File: src/rtl/cmsdk_haddr_trace_buf_pkg.sv
// Shared definitions for the HADDR trace buffer: record layout, default widths
// and the saturating drop-counter helper.
package cmsdk_haddr_trace_buf_pkg;

  localparam int ADDR_W        = 32;
  localparam int TSW_DEF       = 16;
  localparam int DROP_CNT_W    = 8;
  localparam int REC_ADDR_LSB  = 0;
  localparam int REC_DELTA_LSB = ADDR_W;

  function automatic logic [DROP_CNT_W-1:0] drop_sat_inc(input logic [DROP_CNT_W-1:0] v);
    return (&v) ? v : v + 1'b1;
  endfunction

endpackage

File: src/rtl/cmsdk_trace_fifo.sv
// Synchronous first-word-fall-through FIFO with explicit occupancy count.
// A write into a full FIFO is accepted only when a read retires the head in the same cycle.
module cmsdk_trace_fifo #(
  parameter int DEPTH = 16,
  parameter int W     = 48
) (
  input  logic                     clk,
  input  logic                     rst_n,
  input  logic                     wr_en,
  input  logic [W-1:0]             wr_data,
  output logic                     full,
  input  logic                     rd_en,
  output logic [W-1:0]             rd_data,
  output logic                     empty,
  output logic [$clog2(DEPTH):0]   level
);

  localparam int AW = $clog2(DEPTH);
  localparam int LW = AW + 1;

  logic [W-1:0]  mem [DEPTH];
  logic [AW-1:0] wr_ptr_reg;
  logic [AW-1:0] rd_ptr_reg;
  logic [LW-1:0] level_reg;
  logic          do_wr;
  logic          do_rd;

  assign empty = (level_reg == '0);
  assign full  = (level_reg == LW'(DEPTH));
  assign do_rd = rd_en & ~empty;
  assign do_wr = wr_en & (~full | do_rd);
  assign level = level_reg;

  // Head is forced to zero while empty so stale or uninitialised storage never shows.
  assign rd_data = empty ? '0 : mem[rd_ptr_reg];

  always_ff @(posedge clk) begin
    if (do_wr) begin
      mem[wr_ptr_reg] <= wr_data;
    end
  end

  always_ff @(posedge clk or negedge rst_n) begin
    if (!rst_n) begin
      wr_ptr_reg <= '0;
      rd_ptr_reg <= '0;
      level_reg  <= '0;
    end else begin
      if (do_wr) begin
        wr_ptr_reg <= wr_ptr_reg + AW'(1);
      end
      if (do_rd) begin
        rd_ptr_reg <= rd_ptr_reg + AW'(1);
      end
      case ({do_wr, do_rd})
        2'b10:   level_reg <= level_reg + LW'(1);
        2'b01:   level_reg <= level_reg - LW'(1);
        default: level_reg <= level_reg;
      endcase
    end
  end

endmodule

File: src/rtl/cmsdk_haddr_trace_buf.sv
// Logs {delta-time, address} records whenever the monitored AHB address changes
// inside the configured window; records drain over a valid/ready stream.
module cmsdk_haddr_trace_buf
  import cmsdk_haddr_trace_buf_pkg::*;
#(
  parameter int          DEPTH    = 16,
  parameter logic [31:0] WIN_BASE = 32'h0000_0000,
  parameter logic [31:0] WIN_MASK = 32'h0000_0000,
  parameter int          TSW      = TSW_DEF
) (
  input  logic                      HCLK,
  input  logic                      HRESETn,
  input  logic [ADDR_W-1:0]         haddr_mon,
  input  logic                      trace_en,
  output logic                      trc_valid,
  output logic [ADDR_W+TSW-1:0]     trc_data,
  input  logic                      trc_ready,
  output logic                      ovf,
  input  logic                      ovf_clr,
  output logic [DROP_CNT_W-1:0]     drop_cnt,
  output logic [$clog2(DEPTH):0]    level
);

  logic [ADDR_W-1:0]     prev_addr_reg;
  logic                  prev_vld_reg;
  logic [TSW-1:0]        ts_cnt_reg;
  logic                  ovf_reg;
  logic [DROP_CNT_W-1:0] drop_cnt_reg;

  logic                  in_window;
  logic                  evt;
  logic                  pop;
  logic                  accept;
  logic                  drop;
  logic                  fifo_full;
  logic                  fifo_empty;
  logic [ADDR_W+TSW-1:0] rec_next;

  assign in_window = ((haddr_mon & WIN_MASK) == WIN_BASE);
  // A fresh enable (prev_vld low) forces an event even if the address did not move.
  assign evt       = trace_en & in_window & (~prev_vld_reg | (haddr_mon != prev_addr_reg));
  assign pop       = trc_valid & trc_ready;
  assign accept    = evt & (~fifo_full | pop);
  assign drop      = evt & fifo_full & ~pop;

  always_comb begin
    rec_next = '0;
    rec_next[REC_DELTA_LSB +: TSW]   = ts_cnt_reg;
    rec_next[REC_ADDR_LSB  +: ADDR_W] = haddr_mon;
  end

  cmsdk_trace_fifo #(
    .DEPTH (DEPTH),
    .W     (ADDR_W + TSW)
  ) u_fifo (
    .clk     (HCLK),
    .rst_n   (HRESETn),
    .wr_en   (evt),
    .wr_data (rec_next),
    .full    (fifo_full),
    .rd_en   (trc_ready),
    .rd_data (trc_data),
    .empty   (fifo_empty),
    .level   (level)
  );

  assign trc_valid = ~fifo_empty;
  assign ovf       = ovf_reg;
  assign drop_cnt  = drop_cnt_reg;

  always_ff @(posedge HCLK or negedge HRESETn) begin
    if (!HRESETn) begin
      prev_addr_reg <= '0;
      prev_vld_reg  <= 1'b0;
    end else begin
      prev_addr_reg <= haddr_mon;
      prev_vld_reg  <= trace_en;
    end
  end

  // A dropped record does not reload the delta, so the next record spans the gap.
  always_ff @(posedge HCLK or negedge HRESETn) begin
    if (!HRESETn) begin
      ts_cnt_reg <= TSW'(1);
    end else if (trace_en) begin
      if (accept) begin
        ts_cnt_reg <= TSW'(1);
      end else if (~&ts_cnt_reg) begin
        ts_cnt_reg <= ts_cnt_reg + TSW'(1);
      end
    end
  end

  always_ff @(posedge HCLK or negedge HRESETn) begin
    if (!HRESETn) begin
      ovf_reg      <= 1'b0;
      drop_cnt_reg <= '0;
    end else if (drop) begin
      ovf_reg      <= 1'b1;
      drop_cnt_reg <= ovf_clr ? DROP_CNT_W'(1) : drop_sat_inc(drop_cnt_reg);
    end else if (ovf_clr) begin
      ovf_reg      <= 1'b0;
      drop_cnt_reg <= '0;
    end
  end

endmodule

File: config.mk
export PLATFORM = sky130hd
export DESIGN_NAME = cmsdk_haddr_trace_buf
export DESIGN_NICKNAME = d
export VERILOG_FILES = /design/src/rtl/cmsdk_haddr_trace_buf_pkg.sv /design/src/rtl/cmsdk_trace_fifo.sv /design/src/rtl/cmsdk_haddr_trace_buf.sv
export SDC_FILE = /design/constraint.sdc
export NUM_CORES = 1
export LEC_CHECK = 0
export ABC_AREA = 1
export CAP_MARGIN = 40
export CELL_PAD_IN_SITES_DETAIL_PLACEMENT = 1
export CELL_PAD_IN_SITES_GLOBAL_PLACEMENT = 2
export CORE_MARGIN = 5
export CORE_UTILIZATION = 41
export CTS_BUF_LIST = sky130_fd_sc_hd__clkbuf_4
export CTS_CLUSTER_DIAMETER = 200
export DETAILED_ROUTE_END_ITERATION = 10
export PLACE_DENSITY_LB_ADDON = 0.3
export SLEW_MARGIN = 30
export SYNTH_ARGS = -nofsm -noshare
export SYNTH_HDL_FRONTEND = slang
export SYNTH_SLANG_ARGS = --single-unit
File: constraint.sdc
create_clock -name HCLK -period 3.9 [get_ports HCLK]
set_input_delay 0.39 -clock HCLK [delete_from_list [all_inputs] [get_ports HCLK]]
set_output_delay 0.39 -clock HCLK [all_outputs]
set_load 0.005 [all_outputs]
==> results.yml, run 1 <==
yosys:
  synth_top_area_cell: "edfxtp_1"
  async_flop_share_pct: 8.46
  yosysWarnings: 0
  synth_seq_cells: 839
  synth_edf_count: 768
  syn_area_um2: 33400
  seq_area_frac_synth_pct: 74.3
  syn_inst: 2544
  synth.top_cell.area_share_pct: 69.0
  ys.flop_type: "edfxtp_1"
  yosys-top-cells-area: "edfxtp_1, o21ai_0, nor2_1"
  syn_nets: 2592
  synth_cell_types: 41
  avgSynthCellArea_um2: 13.1
worst_setup_path:
  worstPathMaxFanout: 41
  path_common_cell: "buf_16"
  startpoint_type: "flop"
  slowest_delay_ps: 550
  path_class: "reg2out"
  endpoint_kind: "primary output"
  critPathRequiredTime_ps: 3510
  crit_slowest_cell: "clkdlybuf4s50_1"
  path_cells: "buf_16 -> buf_16 -> o21ai_0 -> o221ai_2 -> nand3_1 -> a21oi_4 -> clkdlybuf4s50_1"
  arrival_ps: 3490
pwr:
  peakVddDrop_mv: 0.464
  power_mw: 30.1
  p_leak_nw: 14.1
  p_per_area_nw_per_um2: 742
global_routing:
  grt_start_max_net_pins: 98
  grtUsageTotal_pct: 24.0
  grt_overflow: 0
  antenna_found_initial: 3
  grt_pass1_vias: 25072
  grt_pass1_wl_um: 157000
timing:
  rsz0062_at_grt: "yes"
  finalCritPeriodShare_pct: 99.4
  finalSetupViolCount: 0
  skew_ps: 104
  fmax_ghz: 0.258
  holdWs_ps: 100
  relSlewSlack_pct: 47.8
  drv_slew: 0
  tightest_slew_ps: 783
  fin_crit_ps: 3880
  hold_viol: 0
placement:
  gp_congestion: 0.778
  port_buffers: 99
  hpwlAfterDp_um: 55700
  dp.cells: 3650
cts:
  clk_pin_slew_ps: 70
  cts.sinks: 839
  cts_max_path_buffers: 3
  cts_buffers: 209
  cts_tree: "done"
  htreeDepth: 4
  clockRootBuffer: "clkbuf_4"
  worstSkewPairLatency_ps: 1090
drt:
  postRouteAntennaNets: 0
  routed_wl_um: 106000
  vias_per_cell: 5.70
  drc_errors: 0
  vias: 23358
  routedWlPerCell_um: 25.8
  dr.pass1.iters: 5
  drt_iter0_drc: 2052
floorplan:
  design.portCount: 100
  die_x_um: 296
  dieArea_um2: 87400
  num_rows: 104
  die_h_um: 296
  coreArea_um2: 80700
  start_util_pct: 41.5
cells_and_area:
  nets: 2920
  stdcell_count: 4096
  largest_reg_flops: 768
  drive_above_1_share_pct: 19.2
  fillers: 8202
  areaGrowthSynthToFinish_pct: 21.4
  utilization_pct: 50.3
worst_hold_path:
  min_path_type: "in2reg"
run:
  drv_cap: 0
outcome:
  outcome: "finished clean"
-- stage by stage --
stage | area [µm²] | setup WS [ps] | setup TNS [ps]
after floorplan | 33400 | 125 | 0
after detailed placement | 36500 | 176 | 0
after CTS | 40400 | -23.7 | -101
after global routing | 40600 | -120 | -675
after global placement | 36400 | 200 | 0
final | 40600 | 24.0 | 0
-- report_power, final --
| part | internal (mW) | leakage, nW | total, mW | switching (mW) |
|---|---|---|---|---|
| Combinational | 4.38 | 4.61 | 11.7 | 7.33 |
| Sequential | 10.7 | 7.88 | 11.0 | 0.320 |
| Clock | 3.85 | 1.58 | 7.41 | 3.56 |
| Total | 18.9 | 14.1 | 30.1 | 11.2 |
-- critical path, delay by kind of cell (launching register included) --
family | cells | cell delay, ps
AO/OA/AOI/OAI | 3 | 640
buffers and inverters | 3 | 1050
AND/OR/NAND/NOR | 1 | 200
flip-flops | 1 | 470
-- layer usage --
metal	vias to the layer above	share of wire (%)	routed length [µm]	global-route usage [%]
met2	810	49	51600	39.5
li1	10274	-	-	-
met5	-	0	0	0
met4	0	2.6	2780	8.51
met3	169	5.5	5820	4.61
met1	12105	43	45600	32.2
-- cell usage in the layout (no fill, tap or decap), drive strengths merged, types with 4 or more instances in the layout --
| master | netlist | layout |
|---|---|---|
| o221ai | 151 | 151 |
| or2 | 4 | 4 |
| a21oi | 52 | 52 |
| edfxtp | 768 | 768 |
| nand4 | 15 | 15 |
| clkinvlp | 0 | 5 |
| diode | 0 | 6 |
| xor2 | 18 | 18 |
| clkinv | 1 | 51 |
| dfrtp | 70 | 70 |
| inv | 86 | 87 |
| dlymetal6s2s | 0 | 8 |
| dlygate4sd2 | 0 | 17 |
| bufbuf | 0 | 7 |
| xnor2 | 10 | 10 |
| clkbuf | 85 | 315 |
| ha | 10 | 10 |
| o21ai | 425 | 425 |
| buf | 83 | 147 |
| nor3 | 4 | 4 |
| nand3 | 110 | 110 |
| nand2 | 119 | 119 |
| dlygate4sd3 | 0 | 28 |
| clkdlybuf4s50 | 0 | 73 |
| nor2 | 480 | 480 |
| o22ai | 43 | 43 |
-- cells in the mapped netlist, types with 3 or more instances --
cell type / n
xnor2_1: 10
buf_6: 9
clkbuf_1: 85
o21ai_1: 48
buf_1: 7
o21ai_0: 377
edfxtp_1: 768
nor2_1: 475
buf_2: 51
dfrtp_1: 70
o221ai_1: 150
ha_1: 10
buf_4: 16
nand4_1: 15
nand3_1: 108
o31ai_1: 3
inv_2: 4
o22ai_1: 43
nor2_4: 3
xor2_1: 18
nor3_1: 4
nand2_1: 109
nand2_2: 8
inv_1: 81
a21oi_1: 52
-- cell type report --
cell class	count	area, µm²	area share [%]
Sequential cell	839	24900	61.2
Multi-Input combinational cell	1450	7770	19.1
Timing Repair Buffer	282	3530	8.70
Clock buffer	313	2350	5.79
Tap cell	1060	1330	3.27
Inverter	87	379	0.934
Clock inverter	56	327	0.804
Timing Repair inverter	3	48.8	0.120
Antenna cell	6	15.0	0.0370
-- final timing paths --
check / from / end / slack (ps) / depth (start not counted)
worst min register to register: ovf$_DFFE_PN0P_ / ovf$_DFFE_PN0P_ / 490 / 2
max in group asynchronous: HRESETn / prev_addr_reg[1]$_DFF_PN0_ / 2840 / 4
worst max-delay path: u_fifo.rd_ptr_reg[0]$_DFFE_PN0P_ / trc_data[19] / 20 / 7
min in group asynchronous: HRESETn / ts_cnt_reg[9]$_DFFE_PN0P_ / 480 / 4
worst max register to register: prev_addr_reg[21]$_DFF_PN0_ / u_fifo.level[4]$_DFFE_PN0P_ / 850 / 20
worst min-delay path: haddr_mon[26] / prev_addr_reg[26]$_DFF_PN0_ / 100 / 2
-- cells by family after synthesis --
logic type               count (synthesis)  synth area share (%)
flip-flops                             839                  74.3
AND/OR/NAND/NOR                        733                  9.04
AO/OA/AOI/OAI                          678                  12.1
buffers and inverters                  255                  3.45
XOR/XNOR                                28                 0.733
adder cells (fa/ha/maj)                 11                 0.434
-- what timing repair did --
item | in CTS | in global routing
setup endpoints to repair | 48 | 31
pin swaps | 30 | 17
cloned | 17 | 2
gates resized for setup | 106 | 24
hold endpoints to repair | 100 | 0
hold buffers | 29 | 0
buffers inserted | 16 | 7
No activity file was read; power rests on OpenSTA's default activity.
==> run 2, diff against run 1 <==
--- a/config.mk
+++ b/config.mk
@@ -6,7 +6,6 @@
 export NUM_CORES = 1
 export LEC_CHECK = 0
 export ABC_AREA = 1
-export CAP_MARGIN = 40
 export CELL_PAD_IN_SITES_DETAIL_PLACEMENT = 1
 export CELL_PAD_IN_SITES_GLOBAL_PLACEMENT = 2
 export CORE_MARGIN = 5
==> constraint.sdc (replaced) <==
create_clock -name HCLK -period 3.9 [get_ports HCLK]
set_input_delay 0.39 -clock HCLK [delete_from_list [all_inputs] [get_ports HCLK]]
set_output_delay 0.39 -clock HCLK [all_outputs]
set_load 0.01 [all_outputs]
==> run 2 against run 1 <==
Total power rose by 0.36%. Combinational power barely moved. Setup slack improved by 150 ps. Clock power rose by 3.5%. Critical path type unchanged. Critical endpoint is now trc_data[44].
==> results.yml, run 2 (synthesis gave the netlist of run 1 again) <==
worst_setup_path:
  critical-path-top-delay-family: "buffers and inverters"
  critPathRequiredTime_ps: 3510
  path_buf_inv: 4
  path_cells: "buf_12 -> buf_12 -> inv_8 -> o21ai_0 -> o221ai_2 -> nand3_2 -> a21oi_4 -> clkdlybuf4s50_1"
  worstPathMaxFanout: 14
  path_class: "reg2out"
  startpoint_type: "flop"
  crit_slowest_cell: "clkdlybuf4s50_1"
  crit_cells: 8
  arrival_ps: 3330
  path_common_cell: "buf_12"
  endpoint_kind: "primary output"
  rr_worst_depth: 14
  slowest_delay_ps: 570
cells_and_area:
  nets: 2919
  utilization_pct: 50.4
  areaGrowthSynthToFinish_pct: 21.5
  fillers: 8203
  drive_above_1_share_pct: 19.6
  largest_reg_flops: 768
  design_area_um2: 40600
  final_common_cell: "edfxtp_1"
  layout_common_cells: "edfxtp_1, nor2_1, o21ai_0"
timing:
  holdWs_ps: 128
  fmax_ghz: 0.269
  hold_viol: 0
  fin_tns_setup_ps: 0
  fin_crit_ps: 3720
  drv_slew: 0
  skew_ps: 73.6
  finalSetupViolCount: 0
  rsz0062_at_grt: "yes"
  tightest_slew_ps: 770
  relSlewSlack_pct: 48.7
  finalCritPeriodShare_pct: 95.5
placement:
  hpwlAfterDp_um: 56000
  port_buffers: 99
  gp_congestion: 0.761
  place_area_um2: 36500
run:
  drv_cap: 0
pwr:
  intPower_mw: 18.8
  pwr-share-seq_pct: 36.4
  p_switching_mw: 11.4
  comb_power_share_pct: 38.2
  clockPowerShare_pct: 25.4
  p_leak_nw: 14.2
  peakVddDrop_mv: 0.352
  swShare_pct: 37.8
  p_per_area_nw_per_um2: 744
floorplan:
  coreArea_um2: 80700
  dieArea_um2: 87400
  die_x_um: 296
  design.portCount: 100
  die_h_um: 296
  num_rows: 104
  start_util_pct: 41.5
cts:
  cts_tree: "done"
  clockRootBuffer: "clkbuf_4"
  cts_buffers: 213
  cts.sinks: 839
  cts_max_path_buffers: 3
  worstSkewPairLatency_ps: 1060
  htreeDepth: 4
  clk_pin_slew_ps: 70
global_routing:
  grt_pass1_wl_um: 154000
  gr-usage-met3_pct: 4.48
  grt_start_max_net_pins: 59
  use_met1_pct: 30.9
  grt_pass1_vias: 24837
  grtUsageMet2_pct: 38.8
  grtUsageTotal_pct: 23.3
  antenna_found_initial: 3
  grt_overflow: 0
  gr-max-usage-layer: "met2"
worst_hold_path:
  min_path_type: "in2reg"
  hold_depth: 2
drt:
  dr.pass1.iters: 5
  routedWlPerCell_um: 25.3
  drc_errors: 0
  postRouteAntennaNets: 0
  vias: 23281
  routed_wl_um: 104000
  drt_iter0_drc: 2023
  vias_per_cell: 5.67
outcome:
  outcome: "finished clean"
[run 2: cell count changes in the layout (fill, tap and decap cells not counted), sizes merged]
| cell | previous run | this run |
|---|---|---|
| dlygate4sd3 | 28 | 30 |
| inv | 87 | 91 |
| diode | 6 | 1 |
| dlygate4sd2 | 17 | 30 |
| clkinvlp | 5 | 3 |
| bufbuf | 7 | 4 |
| dlymetal6s2s | 8 | 15 |
| clkbuf | 315 | 335 |
| clkdlybuf4s50 | 73 | 53 |
| buf | 147 | 139 |
| clkinv | 51 | 52 |
[run 2: path summary, 6_finish.rpt]
path / to / slack [ps] / from
hold reg to reg: ovf$_DFFE_PN0P_ / 510 / ovf$_DFFE_PN0P_
min in group asynchronous: drop_cnt[4]$_DFFE_PN0P_ / 480 / HRESETn
hold / removal: prev_addr_reg[19]$_DFF_PN0_ / 130 / haddr_mon[19]
max in group asynchronous: prev_addr_reg[11]$_DFF_PN0_ / 2630 / HRESETn
setup reg to reg: u_fifo.mem[13][19]$_DFFE_PP_ / 730 / prev_addr_reg[23]$_DFF_PN0_
setup / recovery: trc_data[44] / 180 / u_fifo.rd_ptr_reg[0]$_DFFE_PN0P_
[run 2: timing repair]
| action | 4_1_cts | 5_1_grt |
|---|---|---|
| hold buffers | 31 | 0 |
| hold endpoints to repair | 76 | 0 |
| gates cloned | 10 | 5 |
| gates resized for setup | 114 | 39 |
| setup buffers | 13 | 2 |
| pin swaps | 13 | 18 |
| setup endpoints to repair | 48 | 19 |
[run 2: per-stage QoR]
step | cells | setup WS, ps | power (mW)
after floorplan | 2544 | 125 | 16.7
after global placement | 3655 | 228 | 21.1
after detailed placement | 3655 | 238 | 21.5
after CTS | 4097 | -133 | 30.1
after global routing | 4105 | -38.5 | 31.8
final | 4105 | 177 | 30.2
[run 2: area by class of cell]
cell class,instances,area [µm²],share of cell area (%)
sequential,839,24900,61.2
multi-input combinational,1450,7780,19.2
timing repair buffer,276,3400,8.37
clock buffer,330,2480,6.10
tap,1060,1330,3.26
inverter,87,383,0.943
clock inverter,58,333,0.819
timing repair inverter,4,66.3,0.163
antenna,1,2.50,0.00616
[run 2: per-layer routing]
metal	wire length, µm	up-vias
li1	-	10264
met1	44100	12049
met2	51300	790
met3	5890	178
met4	2650	0
met5	0	-
[run 2: power by group through the flow]
stage | clock (mW) | sequential, mW | combinational, mW
finish | 7.67 | 11.0 | 11.5
floorplan | 0 | 11.1 | 5.64
CTS | 7.83 | 11.0 | 11.2
global placement | 0 | 11.2 | 9.90
global route | 8.37 | 11.1 | 12.3
detailed placement | 0 | 11.2 | 10.2
